## config.mk

```make
export PLATFORM = sky130hd
export DESIGN_NAME = grid_vga_renderer
export DESIGN_NICKNAME = d
export VERILOG_FILES = /design/src/rtl/grid_vga_renderer.sv
export SDC_FILE = /design/constraint.sdc
export NUM_CORES = 1
export LEC_CHECK = 0
export ABC_AREA = 1
export CAP_MARGIN = 30
export CORE_AREA = 2 2 154 156
export DETAILED_ROUTE_END_ITERATION = 7
export DIE_AREA = 0 0 156 158
export GPL_TIMING_DRIVEN = 0
export HOLD_SLACK_MARGIN = 0.03
export SLEW_MARGIN = 20
export SYNTH_ARGS = -nofsm -noshare
export SYNTH_HDL_FRONTEND = slang
export SYNTH_SLANG_ARGS = --single-unit
```

## constraint.sdc

```tcl
create_clock -name clk -period 13.9 [get_ports clk]
set_input_delay 2.78 -clock clk [delete_from_list [all_inputs] [get_ports clk]]
set_output_delay 2.78 -clock clk [all_outputs]
set_load 0.01 [all_outputs]
```

## src/rtl/grid_vga_renderer.sv

```systemverilog
// grid_vga_renderer: VGA raster timing plus rendering of a GRID_COLS x GRID_ROWS
// board of square cells (empty/blocked/cat), with a cursor highlight and a
// per-mode background colour.
// Ports:
//   clk, reset (async, active-high)
//   screen_mode        : 0 START, 1 PLAY, 2 LOSE, 3 WIN
//   wr_en/col/row/data : cell store write port (out-of-range writes are dropped)
//   cursor_col/row     : cell that is highlighted when it is empty
//   hCount, vCount     : raster counters
//   hSync, vSync, bright, rgb, frame_start : registered, one cycle behind the counters
module grid_vga_renderer #(
  parameter int H_VISIBLE = 640,
  parameter int H_FRONT   = 16,
  parameter int H_SYNC    = 96,
  parameter int H_BACK    = 48,
  parameter int V_VISIBLE = 480,
  parameter int V_FRONT   = 10,
  parameter int V_SYNC    = 2,
  parameter int V_BACK    = 33,
  parameter bit SYNC_POL  = 1'b0,
  parameter int GRID_COLS = 8,
  parameter int GRID_ROWS = 8,
  parameter int CELL_SIZE = 50,
  parameter int CELL_GAP  = 10,
  parameter int GRID_X0   = 85,
  parameter int GRID_Y0   = 5
) (
  input  logic        clk,
  input  logic        reset,
  input  logic [1:0]  screen_mode,
  input  logic        wr_en,
  input  logic [3:0]  wr_col,
  input  logic [3:0]  wr_row,
  input  logic [1:0]  wr_data,
  input  logic [3:0]  cursor_col,
  input  logic [3:0]  cursor_row,
  output logic [9:0]  hCount,
  output logic [9:0]  vCount,
  output logic        hSync,
  output logic        vSync,
  output logic        bright,
  output logic [11:0] rgb,
  output logic        frame_start
);

  localparam int H_TOTAL = H_VISIBLE + H_FRONT + H_SYNC + H_BACK;
  localparam int V_TOTAL = V_VISIBLE + V_FRONT + V_SYNC + V_BACK;

  // 11-bit constants so that bounds equal to 1024 do not wrap.
  localparam logic [10:0] H_LAST   = 11'(H_TOTAL - 1);
  localparam logic [10:0] V_LAST   = 11'(V_TOTAL - 1);
  localparam logic [10:0] HS_END   = 11'(H_SYNC);
  localparam logic [10:0] VS_END   = 11'(V_SYNC);
  localparam logic [10:0] H_VIS0   = 11'(H_SYNC + H_BACK);
  localparam logic [10:0] H_VIS1   = 11'(H_SYNC + H_BACK + H_VISIBLE);
  localparam logic [10:0] V_VIS0   = 11'(V_SYNC + V_BACK);
  localparam logic [10:0] V_VIS1   = 11'(V_SYNC + V_BACK + V_VISIBLE);
  localparam logic [10:0] GRID_H0  = 11'(H_SYNC + H_BACK + GRID_X0);
  localparam logic [10:0] GRID_V0  = 11'(V_SYNC + V_BACK + GRID_Y0);
  localparam logic [9:0]  PITCH_LAST = 10'(CELL_SIZE + CELL_GAP - 1);
  localparam logic [9:0]  CELL_LAST  = 10'(CELL_SIZE - 1);
  localparam logic [3:0]  COL_LAST   = 4'(GRID_COLS - 1);
  localparam logic [3:0]  ROW_LAST   = 4'(GRID_ROWS - 1);

  logic [10:0] h_ext, v_ext;
  logic [9:0]  h_next, v_next;
  logic        line_end;

  assign h_ext = {1'b0, hCount};
  assign v_ext = {1'b0, vCount};

  always_comb begin
    line_end = (h_ext == H_LAST);
    h_next   = line_end ? 10'd0 : hCount + 10'd1;
    v_next   = vCount;
    if (line_end) begin
      v_next = (v_ext == V_LAST) ? 10'd0 : vCount + 10'd1;
    end
  end

  always_ff @(posedge clk or posedge reset) begin
    if (reset) begin
      hCount <= 10'd0;
      vCount <= 10'd0;
    end else begin
      hCount <= h_next;
      vCount <= v_next;
    end
  end

  // Column/row trackers. They are loaded alongside the counters, so they always
  // describe the current hCount/vCount: cell index plus offset inside the pitch.
  logic       col_act, row_act;
  logic [3:0] col_idx, row_idx;
  logic [9:0] col_off, row_off;

  always_ff @(posedge clk or posedge reset) begin
    if (reset) begin
      col_act <= 1'b0;
      col_idx <= 4'd0;
      col_off <= 10'd0;
    end else if ({1'b0, h_next} == GRID_H0) begin
      col_act <= 1'b1;
      col_idx <= 4'd0;
      col_off <= 10'd0;
    end else if (line_end) begin
      col_act <= 1'b0;
    end else if (col_act) begin
      if (col_off == PITCH_LAST) begin
        col_off <= 10'd0;
        if (col_idx == COL_LAST) col_act <= 1'b0;
        else                     col_idx <= col_idx + 4'd1;
      end else begin
        col_off <= col_off + 10'd1;
      end
    end
  end

  always_ff @(posedge clk or posedge reset) begin
    if (reset) begin
      row_act <= 1'b0;
      row_idx <= 4'd0;
      row_off <= 10'd0;
    end else if (line_end) begin
      if ({1'b0, v_next} == GRID_V0) begin
        row_act <= 1'b1;
        row_idx <= 4'd0;
        row_off <= 10'd0;
      end else if (v_next == 10'd0) begin
        row_act <= 1'b0;
      end else if (row_act) begin
        if (row_off == PITCH_LAST) begin
          row_off <= 10'd0;
          if (row_idx == ROW_LAST) row_act <= 1'b0;
          else                     row_idx <= row_idx + 4'd1;
        end else begin
          row_off <= row_off + 10'd1;
        end
      end
    end
  end

  // Cell store. The rendered pixel reads the pre-write value in the write cycle.
  logic [1:0] cells [GRID_ROWS][GRID_COLS];

  always_ff @(posedge clk or posedge reset) begin
    if (reset) begin
      for (int r = 0; r < GRID_ROWS; r++) begin
        for (int c = 0; c < GRID_COLS; c++) begin
          cells[r][c] <= (r == GRID_ROWS / 2 && c == GRID_COLS / 2) ? 2'd2 : 2'd0;
        end
      end
    end else if (wr_en) begin
      for (int r = 0; r < GRID_ROWS; r++) begin
        for (int c = 0; c < GRID_COLS; c++) begin
          if (wr_row == 4'(r) && wr_col == 4'(c)) cells[r][c] <= wr_data;
        end
      end
    end
  end

  logic [1:0]  cell_val;
  logic        vis, in_cell, at_cursor;
  logic [11:0] pix_rgb;

  always_comb begin
    cell_val = 2'd0;
    for (int r = 0; r < GRID_ROWS; r++) begin
      for (int c = 0; c < GRID_COLS; c++) begin
        if (row_idx == 4'(r) && col_idx == 4'(c)) cell_val = cells[r][c];
      end
    end
  end

  always_comb begin
    vis       = (h_ext >= H_VIS0) && (h_ext < H_VIS1) && (v_ext >= V_VIS0) && (v_ext < V_VIS1);
    in_cell   = col_act && row_act && (col_off <= CELL_LAST) && (row_off <= CELL_LAST);
    // Trackers only run while the index is in range, so an out-of-range cursor never matches.
    at_cursor = (col_idx == cursor_col) && (row_idx == cursor_row);
    pix_rgb   = 12'h000;
    if (!vis) begin
      pix_rgb = 12'h000;
    end else if (in_cell) begin
      if (at_cursor && cell_val == 2'd0) pix_rgb = 12'hAAF;
      else begin
        case (cell_val)
          2'd1:    pix_rgb = 12'h888;
          2'd2:    pix_rgb = 12'hF80;
          default: pix_rgb = 12'hFFF;
        endcase
      end
    end else begin
      case (screen_mode)
        2'd0:    pix_rgb = 12'h00F;
        2'd2:    pix_rgb = 12'hF00;
        2'd3:    pix_rgb = 12'h0F0;
        default: pix_rgb = 12'h000;
      endcase
    end
  end

  always_ff @(posedge clk or posedge reset) begin
    if (reset) begin
      hSync       <= ~SYNC_POL;
      vSync       <= ~SYNC_POL;
      bright      <= 1'b0;
      rgb         <= 12'h000;
      frame_start <= 1'b0;
    end else begin
      hSync       <= (h_ext < HS_END) ? SYNC_POL : ~SYNC_POL;
      vSync       <= (v_ext < VS_END) ? SYNC_POL : ~SYNC_POL;
      bright      <= vis;
      rgb         <= pix_rgb;
      frame_start <= (hCount == 10'd0) && (vCount == 10'd0);
    end
  end

endmodule

```

==> results_dict.tcl <==
set metrics [dict create \
    ys_seq_area_frac 0.465 \
    period_needed_ns 7.03 \
    finalMaxSlewViolations 0 \
    cpMostUsedCell "nand2_1" \
    drive_gt1_frac 0.0709 \
    hold_violations 0 \
    status "finished clean" \
    areaGrowthSynthToFinish_pct 16.0 \
    p_switching_uw 286 \
    cp_data_required_time_ns 14.23 \
    use_met1 0.307 \
    drt_wl_total_mm 26.7 \
    dpl.cell_count 1725 \
    busiest_layer "met2" \
    async_reset_ff_frac 1.00 \
    power.leakage_uw 0.00527 \
    grt_max_degree 86 \
    core_area_sq_mm 0.0231 \
    grt_first_pass_wirelength_mm 43.9 \
    yosys.area.top_type "dfrtp_1" \
    cp-end-kind "flop" \
    yosysTopAreaCellShare 0.457 \
    syn_inst 1367 \
    use_met2 0.378 \
    netlist_area_sq_mm 0.0102 \
    rows 56 \
    skew_ns 0.0124 \
    critical_path_arrival_ns 7.36 \
    pwr-share-clk 0.422 \
    drc 0 \
    num_vias 9098 \
    slew_headroom 0.368 \
    netlist_top_cells_area "dfrtp_1 (46%), nand2_1 (12%), o21ai_0 (7.1%)" \
    post_drt_wl_per_cell_microns 15.2 \
    cts_max_path_buffers 2 \
    grt_usage 0.229 \
    grt_pass1_vias 8595 \
    hold_slack_ns 0.485 \
    ctsHoldBuffers 0 \
    hold_class "reg2reg" \
    syn_nets 1412 \
    postCtsResizedCells 0 \
    cts_setup_buffers 0 \
    total_power_uw 1120 \
    h-tree-depth 4 \
    start_kind "flop" \
    use_met3 0.0381 \
    synth_cell_types 44 \
    dieArea_sq_mm 0.0246 \
    start_util 0.444 \
    combPwrFrac 0.058 \
    cp_top_family "simple AND/OR/NAND/NOR gates" \
    drtAntennaViolNets 0 \
    die_width_microns 156 \
    path_clk_slew_ns 0.07 \
    numCtsBuffers 17 \
    crit_type "reg2reg" \
    ys_warn_count 0 \
    die_h_microns 158 \
    final.setup.tns_ns 0 \
    worst_pin_slew_ns 0.940 \
    period_share 0.506 \
    cts_tree "yes" \
    rsz0062_at_grt "false" \
    num-nets-final 1499 \
    diodes 0 \
    ir_worst_vdd_v 0.0000662 \
    critPathMaxStageDelay_ns 0.50 \
    swShare 0.256 \
    synth-edff-count 0 \
    drt-initial-drc-count 627 \
    gp_congestion 0.860 \
    power_density_mw_per_mm2 94.3 \
    stdcell_count 1757 \
    synth_seq_cells 190 \
    maxCapViolCount 0 \
    synth_top_flop_cell "dfrtp_1" \
    dr.pass1.iters 5 \
    portBuffers 58 \
    p_int_uw 833 \
    yosysMostFrequentCell "nand2_1" \
    utilization 0.515 \
    clock-sinks 190 \
    avgViaCountPerCell 5.18 \
    avgSynthCellArea_sq_um 7.49 \
    insertion_delay_ns 0.45 \
    cp_num_buf_inv 2 \
    p_seq_frac 0.520 \
    dp_hpwl_mm 19.5 \
    clock-root-buffer "clkbuf_16" \
    antenna_found_initial 0 \
    crit_slowest_cell "nand3_1" \
    path_max_fanout 8 \
    pin_count 59 \
    clock.fmax_ghz 0.142 \
    synthTopCellsByCount "nand2_1 (327), dfrtp_1 (187), inv_1 (169)" \
    setup-violations-final 0 \
    gr-total-overflow 0 \
]
## final cells by class
class / instances / area (sq um)
timing repair buffer: 68 / 688
clock inverter: 12 / 100
clock buffer: 20 / 447
multi-input combinational: 985 / 4770
inverter: 175 / 664
sequential: 190 / 4760
buffer: 17 / 86.3
fill: 2226 / 11200
tap: 290 / 363
## final timing paths
kind                            startpoint   endpoint  slack [ns]  cells after the start
worst max-delay path            col_idx[0]     rgb[5]        6.87                     72
worst min-delay path             cells[10]  cells[10]        0.48                      2
worst max register to register  col_idx[0]     rgb[5]        6.87                     72
worst min register to register   cells[10]  cells[10]        0.48                      2
max in group asynchronous            reset  cells[31]       10.41                      3
min in group asynchronous            reset  cells[94]        2.72                      2
## per-stage QoR
stage	setup slack, ns	cell area (sq um)
2_1_floorplan	5.95	10200
3_3_place_gp	3.24	11200
5_1_grt	5.85	11900
3_5_place_dp	6.90	11300
6_report	6.87	11900
4_1_cts	6.87	11900
## placed cells by master (no fill, tap or decap), drive strengths merged, types with 4 or more instances in the layout
cell	Yosys	final
nand2	329	329
dfrtp	187	187
inv	174	181
nor2	170	170
o21ai	160	160
nand3	94	94
a21oi	62	62
clkdlybuf4s50	0	58
nor3	49	49
clkbuf	12	32
or2	30	30
ha	22	22
nor4	15	15
buf	5	15
nand4	9	9
xor2	7	7
o211ai	7	7
o22ai	5	5
nor3b	5	5
a31oi	5	5
clkinv	1	4
## registers in the layout, summed over array words and instances (netlist names)
| register | cells |
|---|---|
| col_act | 1 |
| vSync | 1 |
| bright | 1 |
| hCount | 10 |
| col_off | 10 |
| row_idx | 4 |
| vCount | 10 |
| row_act | 1 |
| hSync | 1 |
| frame_start | 1 |
| rgb | 8 |
| cells | 128 |
| row_off | 10 |
| col_idx | 4 |
## tightest hold or removal path, delay by kind of cell, from the launching register on
kind            cells  cell delay, ns
compound gates      1            0.06
simple gates        1            0.05
flops               1            0.34
## power groups by stage
stage	logic, uW	clock network, uW	registers [uW]
5_1_grt	75.6	505	584
6_report	65.1	472	582
4_1_cts	66.7	481	582
3_5_place_dp	66.5	0	592
3_3_place_gp	61.8	0	593
2_1_floorplan	40.0	0	589
## cells by family (layout without fill, tap and decap cells)
| kind of cell | after synthesis | in the layout | synth area share |
|---|---|---|---|
| buffers and inverters | 192 | 292 | 0.0726 |
| flip-flops | 190 | 190 | 0.465 |
| AO/OA/AOI/OAI | 248 | 248 | 0.130 |
| XOR/XNOR | 10 | 10 | 0.00855 |
| AND/OR/NAND/NOR | 705 | 705 | 0.298 |
| adder cells (fa/ha/maj) | 22 | 22 | 0.0269 |
## metal layers
layer	vias up	share of wire
li1	4639	-
met1	4212	0.47
met2	201	0.46
met3	46	0.044
met4	0	0.025
met5	-	0
Power figures use the tool's default switching activity.
